**src/rtl/otter_iobus_periph.sv**
```systemverilog
// OTTER MCU IOBUS peripheral responder: LED/seven-segment registers, synchronised
// switches and a programmable down-counting timer that drives the MCU interrupt.
module otter_iobus_periph #(
   parameter logic [31:0] BASE_ADDR = 32'h1100_0000
) (
   input  logic        CLK,
   input  logic        RST,
   input  logic [31:0] IOBUS_ADDR,
   input  logic [31:0] IOBUS_OUT,
   input  logic        IOBUS_WR,
   output logic [31:0] IOBUS_IN,
   output logic        INTR,
   input  logic [15:0] SWITCHES,
   output logic [15:0] LEDS,
   output logic [15:0] SSEG
);

   localparam logic [11:0] OFF_SW    = 12'h000;
   localparam logic [11:0] OFF_LEDS  = 12'h020;
   localparam logic [11:0] OFF_SSEG  = 12'h040;
   localparam logic [11:0] OFF_CTRL  = 12'h200;
   localparam logic [11:0] OFF_LOAD  = 12'h204;
   localparam logic [11:0] OFF_COUNT = 12'h208;
   localparam logic [11:0] OFF_IRQ   = 12'h20C;

   logic [15:0] sw_meta;
   logic [15:0] sw_sync;
   logic [2:0]  ctrl;
   logic [31:0] load;
   logic [31:0] count;
   logic [31:0] count_next;
   logic        pend;
   logic        tmr_event;
   logic        hit;
   logic [11:0] off;
   logic [31:0] rd_mux;
   logic        wr_leds;
   logic        wr_sseg;
   logic        wr_ctrl;
   logic        wr_load;
   logic        wr_irq;
   logic        addr_lsb_unused;

   // Word access only: the byte-lane bits never take part in decode.
   assign addr_lsb_unused = ^IOBUS_ADDR[1:0];
   assign hit = (IOBUS_ADDR[31:12] == BASE_ADDR[31:12]);
   assign off = {IOBUS_ADDR[11:2], 2'b00};

   assign wr_leds = IOBUS_WR & hit & (off == OFF_LEDS);
   assign wr_sseg = IOBUS_WR & hit & (off == OFF_SSEG);
   assign wr_ctrl = IOBUS_WR & hit & (off == OFF_CTRL);
   assign wr_load = IOBUS_WR & hit & (off == OFF_LOAD);
   assign wr_irq  = IOBUS_WR & hit & (off == OFF_IRQ);

   // Old EN is used, so a CTRL write landing on an event cycle still lets it fire.
   always_comb begin
      tmr_event  = ctrl[0] & (count == 32'd1);
      count_next = count;
      if (wr_load) begin
         count_next = IOBUS_OUT;
      end else if (ctrl[0]) begin
         if (count > 32'd1) begin
            count_next = count - 32'd1;
         end else if (count == 32'd1) begin
            count_next = ctrl[1] ? load : 32'd0;
         end
      end
   end

   always_comb begin
      rd_mux = 32'd0;
      if (hit) begin
         case (off)
            OFF_SW:    rd_mux = {16'd0, sw_sync};
            OFF_LEDS:  rd_mux = {16'd0, LEDS};
            OFF_SSEG:  rd_mux = {16'd0, SSEG};
            OFF_CTRL:  rd_mux = {29'd0, ctrl};
            OFF_LOAD:  rd_mux = load;
            OFF_COUNT: rd_mux = count;
            OFF_IRQ:   rd_mux = {31'd0, pend};
            default:   rd_mux = 32'd0;
         endcase
      end
   end

   always_ff @(posedge CLK or posedge RST) begin
      if (RST) begin
         sw_meta  <= 16'd0;
         sw_sync  <= 16'd0;
         LEDS     <= 16'd0;
         SSEG     <= 16'd0;
         ctrl     <= 3'd0;
         load     <= 32'd0;
         count    <= 32'd0;
         pend     <= 1'b0;
         IOBUS_IN <= 32'd0;
      end else begin
         sw_meta  <= SWITCHES;
         sw_sync  <= sw_meta;
         IOBUS_IN <= rd_mux;
         count    <= count_next;
         if (wr_leds) LEDS <= IOBUS_OUT[15:0];
         if (wr_sseg) SSEG <= IOBUS_OUT[15:0];
         if (wr_ctrl) ctrl <= IOBUS_OUT[2:0];
         if (wr_load) load <= IOBUS_OUT;
         // A timer event outranks a simultaneous software clear.
         if (tmr_event) begin
            pend <= 1'b1;
         end else if (wr_irq && IOBUS_OUT[0]) begin
            pend <= 1'b0;
         end
      end
   end

   assign INTR = pend & ctrl[2];

endmodule
```
**config.mk**
```make
export PLATFORM = sky130hd
export DESIGN_NAME = otter_iobus_periph
export DESIGN_NICKNAME = d
export VERILOG_FILES = /design/src/rtl/otter_iobus_periph.sv
export SDC_FILE = /design/constraint.sdc
export NUM_CORES = 1
export LEC_CHECK = 0
export ABC_AREA = 1
export BUFFER_PORTS_ARGS = -buffer_cell sky130_fd_sc_hd__buf_4
export CELL_PAD_IN_SITES_DETAIL_PLACEMENT = 0
export CELL_PAD_IN_SITES_GLOBAL_PLACEMENT = 1
export CORE_UTILIZATION = 41
export DETAILED_ROUTE_END_ITERATION = 8
export PLACE_DENSITY_LB_ADDON = 0.3
export REMOVE_ABC_BUFFERS = 1
export SLEW_MARGIN = 20
export SYNTH_ARGS = -nofsm -noshare
export SYNTH_HDL_FRONTEND = slang
export SYNTH_SLANG_ARGS = --single-unit
```
**constraint.sdc**
```tcl
create_clock -name CLK -period 7.9 [get_ports CLK]
set_input_delay 1.58 -clock CLK [delete_from_list [all_inputs] [get_ports CLK]]
set_output_delay 1.58 -clock CLK [all_outputs]
set_load 0.005 [all_outputs]
```
* Word level (Yosys, flattened, before mapping)
Index checks and enable logic that the tools add are counted.
Storage, ports and cells: bits in registers 164, bits of input ports 83, output and inout port bits 65, logic and storage cells 42
Cells by class: add/subtract/negate cells 1, magnitude comparators 1, equality and inequality tests 8, multiplexer cells 9, bitwise logic cells 8, reductions and logical operators 6
Operators by type and width (count):
- 32-bit case mux with 7 select lines | 1
- 32-bit two-way mux | 6
- 10-bit by 8-bit equality test with 1-bit output, second input constant | 4
- 32-bit by 1-bit equality test with 1-bit output, second input constant | 1
- 32-bit by 1-bit greater-than comparator with 1-bit output, second input constant | 1
- 32-bit by 1-bit subtractor with 32-bit output, second input constant | 1
- 20-bit by 17-bit equality test with 1-bit output, second input constant | 1
- 12-bit logical NOT | 1
- 10-bit by 4-bit equality test with 1-bit output, second input constant | 1
- 10-bit by 5-bit equality test with 1-bit output, second input constant | 1
- 1-bit bitwise AND | 8
- 2-bit nonzero test | 2
- 3-bit nonzero test | 1
- 1-bit two-way mux | 2
- 2-bit AND reduction | 1
- 1-bit logical AND | 1

* Logic depth before layout (Yosys ltp)
depth after elaboration 6, gate-level depth with buffers 14, gate-level depth less buffers 13

* Worst setup path after synthesis
OpenSTA, ideal clock, no wires.
kind input to register, start input IOBUS_ADDR[11], end register SSEG[11], setup time 126 ps, arrival time 2727 ps, required time 7774 ps, slack 5047 ps, stages 10, path buffers 2, cells stage by stage nor2_1 > buf_4 > inv_2 > nor2_1 > nand2_1 > nor2_4 > nand2_1 > clkbuf_1 > nand2_1 > o21ai_0
Between the ends: word-level cells in the longest chain between the ends 2
Ends and longest elaborated chain:
- from (decl) | RTL line 8 | input logic [31:0] IOBUS_ADDR,
- 10-bit by 5-bit equality test with 1-bit output | RTL line 50 | assign wr_sseg = IOBUS_WR & hit & (off == OFF_SSEG);
- 1-bit bitwise AND | RTL line 50
- to (signal assigned) | RTL line 103 | if (wr_sseg) SSEG <= IOBUS_OUT[15:0];
- to (decl) | RTL line 15 | output logic [15:0] SSEG
Every way passes these cells. A chain may end at the register's enable or synchronous reset.

* Final worst setup path
start input IOBUS_ADDR[11], end register count[11]
Between the ends: word-level cells in the longest chain between the ends 4, elaborated cells on any way between the ends 6, those cells by class 1 x eq/ne; 1 x mux; 1 x bitwise; 3 x reduce/logical
Ends and longest elaborated chain:
- 10-bit by 8-bit equality test with 1-bit output (*) | RTL line 52 | assign wr_load = IOBUS_WR & hit & (off == OFF_LOAD);
- 1-bit bitwise AND (*) | RTL line 52
- 3-bit nonzero test (no source line) / 2-bit nonzero test (equally long branches)
- 2-bit AND reduction (no source line)
- to (signal assigned) | RTL line 101 | count <= count_next;
- to (decl) | RTL line 30 | logic [31:0] count;
Mark *: on every way between the ends. The rest lies on a longest branch, timed or not.

==> results.sh <==
export IMPL_status="finished clean"
export IMPL_synth_compound_area_share_pct=7.72
export IMPL_area_growth_syn_to_layout_pct=21.5
export IMPL_cp_startpoint="IOBUS_ADDR[11]"
export IMPL_yosys_area_share_simple_pct=33.6
export IMPL_routed_via_density=4.91
export IMPL_synthMuxAreaShare_pct=0
export IMPL_ctsResizeCount=0
export IMPL_final_max_slew_viol_count=0
export IMPL_fp_dieArea_sq_mm=0.0211
export IMPL_regToRegSetupSlack_ps=4760
export IMPL_htreeDepth=4
export IMPL_synth_top_family_by_area="simple AND/OR/NAND/NOR gates"
export IMPL_dr_pass1_iters=5
export IMPL_rsz0062_at_grt="false"
export IMPL_endpoint="count[11]"
export IMPL_overflow=0
export IMPL_yosys_area_share_adder_pct=0.297
export IMPL_n_antenna_cell=0
export IMPL_powerDensity_mw_per_mm2=167
export IMPL_cts_buffers_inserted=17
export IMPL_start_util_pct=41.8
export IMPL_drt_iter0_drc=484
export IMPL_core_area_sq_mm=0.0202
export IMPL_synth_distinct_cells=34
export IMPL_drc=0
export IMPL_met2_usage_pct=38.2
export IMPL_cp_arrival_ps=4620
export IMPL_busiest_layer="met2"
export IMPL_path_max_fanout=38
export IMPL_finalWirelength_mm=23.7
export IMPL_syn_instance_count=1128
export IMPL_ys_ff_latch=164
export IMPL_die_width_microns=145
export IMPL_crit_type="input port to flip-flop"
export IMPL_clk_latency_ps=430
export IMPL_maxCapViolations=0
export IMPL_start_kind="input port"
export IMPL_final_net_count=1340
export IMPL_slew_headroom_pct=25.7
export IMPL_tns_ps=0
export IMPL_yosysTopAreaCell="dfrtp_1"
export IMPL_finalHoldViolCount=0
export IMPL_path_clk_slew_ps=60
export IMPL_portBuffers=145
export IMPL_critPathRequiredTime_ps=8210
export IMPL_grt_pass1_vias=7119
export IMPL_clk_path_buf_depth=2
export IMPL_grt_max_degree=88
export IMPL_async_flop_share_pct=100
export IMPL_mappedNetlistArea_sq_mm=0.00843
export IMPL_r2r_end="count[11]"
export IMPL_synth_edf_count=0
export IMPL_synthFlopType="dfrtp_1"
export IMPL_syn_area_per_cell_sq_um=7.48
export IMPL_synth_seq_area_share_pct=48.7
export IMPL_drive_gt1_share_pct=17.9
export IMPL_antenna_found_initial=0
export IMPL_setup_slack_ps=3590
export IMPL_grtUsageMet3_pct=3.98
export IMPL_synth_top_cells_by_area="dfrtp_1, nand2_1, nor2_1, inv_1, nand3_1"
export IMPL_tritoncts="yes"
export IMPL_clock_sinks=164
export IMPL_timing_fmax_mhz=232
export IMPL_post_route_period_util_pct=54.5
export IMPL_synth_most_common_cell="nand2_1"
export IMPL_worstSetupEndpointType="flip-flop"
export IMPL_dpl_hpwl_mm=16.6
export IMPL_postCtsSetupBuffers=0
export IMPL_clockRootBuffer="clkbuf_16"
export IMPL_setup_viol=0
export IMPL_grt_pass1_wl_mm=38.3
export IMPL_rows=52
export IMPL_vdd_ir_drop_max_mv=0.153
export IMPL_finClkSkew_ps=8.44
export IMPL_r2r_start="count[0]"
export IMPL_synth_xor_area_share_pct=1.77
export IMPL_hp_class="flip-flop to flip-flop"
export IMPL_wire_per_inst_microns=15.4
export IMPL_yosys_warnings=0
export IMPL_r2r_cells=12
export IMPL_fillers=2052
export IMPL_gr_usage_met1_pct=31.5
export IMPL_multi_input_area_sq_mm=0.00365
export IMPL_cts_hold_buffers=0
export IMPL_vias=7553
export IMPL_netlist_area_leader_share_pct=48.7
export IMPL_worstMarginPinSlew_ps=1110
export IMPL_dieHeight_microns=145
export IMPL_leakagePower_uw=0.00546
export IMPL_pre_cts_ws_ps=3210
export IMPL_yosys_top_cells_count="nand2_1, dfrtp_1, nor2_1, inv_1, nand3_1"
export IMPL_regArea_sq_mm=0.00410
export IMPL_finalPower_uw=1710
export IMPL_fin_crit_ps=4310
export IMPL_gp_congestion=0.884
export IMPL_utilization_pct=50.8
export IMPL_io_pins=148
export IMPL_grt_usage_pct=23.4
export IMPL_drtAntennaViolNets=0
report_power, final:
group / internal (uW) / total, uW / switching, uW / leakage [uW]
combinational: 29.4 / 69.1 / 39.7 / 0.00304
clock: 427 / 794 / 367 / 0.000276
sequential: 848 / 850 / 1.96 / 0.00214
total: 1300 / 1710 / 409 / 0.00546
registers in the layout, indices dropped and copies added (netlist names):
| signal | flops |
|---|---|
| sw_meta | 16 |
| SSEG | 16 |
| count | 32 |
| sw_sync | 16 |
| load | 32 |
| IOBUS_IN | 32 |
| LEDS | 16 |
| ctrl | 3 |
| pend | 1 |
per-layer routing:
metal | part of all wire, % | vias to the layer above | routed length [microns]
li1 | - | 3811 | -
met1 | 46 | 3523 | 11000
met4 | 2.1 | 0 | 506
met2 | 47 | 186 | 11200
met3 | 4.4 | 33 | 1040
met5 | 0 | - | 0
metrics by stage:
stage	std cells	area, sq um	hold WS, ps
after floorplan	1086	8220	331
after global placement	1506	9690	332
after detailed placement	1506	9690	335
after CTS	1538	10200	350
after global routing	1538	10200	354
final	1538	10200	349
cell usage in the layout (no fill, tap or decap), types with 7 or more instances in the layout:
| cell | count |
|---|---|
| nor2_2 | 14 |
| nor2_1 | 130 |
| xor2_1 | 16 |
| o21ai_0 | 60 |
| o22ai_1 | 7 |
| nand2_1 | 384 |
| nand2_2 | 8 |
| nor2_4 | 7 |
| dfrtp_1 | 164 |
| o21ai_1 | 20 |
| nand3_1 | 67 |
| clkbuf_16 | 17 |
| nand4_1 | 32 |
| a21oi_1 | 23 |
| buf_4 | 150 |
| inv_1 | 117 |
critical path: stages:
cell and delay [ps]:
buf_4 110, nor2_1 90, buf_4 210, nand2_1 100, nor2_1 90, nand2_1 420
inv_2 510, nand3_2 140, nand2_2 630, inv_2 440, nor2_1 200, a21oi_1 90
worst min path at each step:
stage,to,depth (start not counted),start
2_1_floorplan,sw_sync[0],0,sw_meta[0]
4_1_cts,sw_sync[14],0,sw_meta[14]
3_5_place_dp,sw_sync[14],0,sw_meta[14]
3_3_place_gp,sw_sync[6],0,sw_meta[6]
5_1_grt,sw_sync[11],0,sw_meta[11]
6_report,sw_sync[14],0,sw_meta[14]
logic make-up after synthesis:
| family | count (synthesis) |
|---|---|
| compound gates | 122 |
| buf+inv | 165 |
| fa+ha+maj | 2 |
| flops | 164 |
| simple gates | 658 |
| xor+xnor | 17 |
final cells by class:
class | instances | area share (%)
Sequential cell | 164 | 40.1
Multi-Input combinational cell | 799 | 35.7
Timing Repair Buffer | 150 | 11.0
Inverter | 123 | 4.56
Clock buffer | 21 | 4.49
Tap cell | 270 | 3.30
Clock inverter | 11 | 0.916
Note: power is estimated with default switching activity, not from simulation.
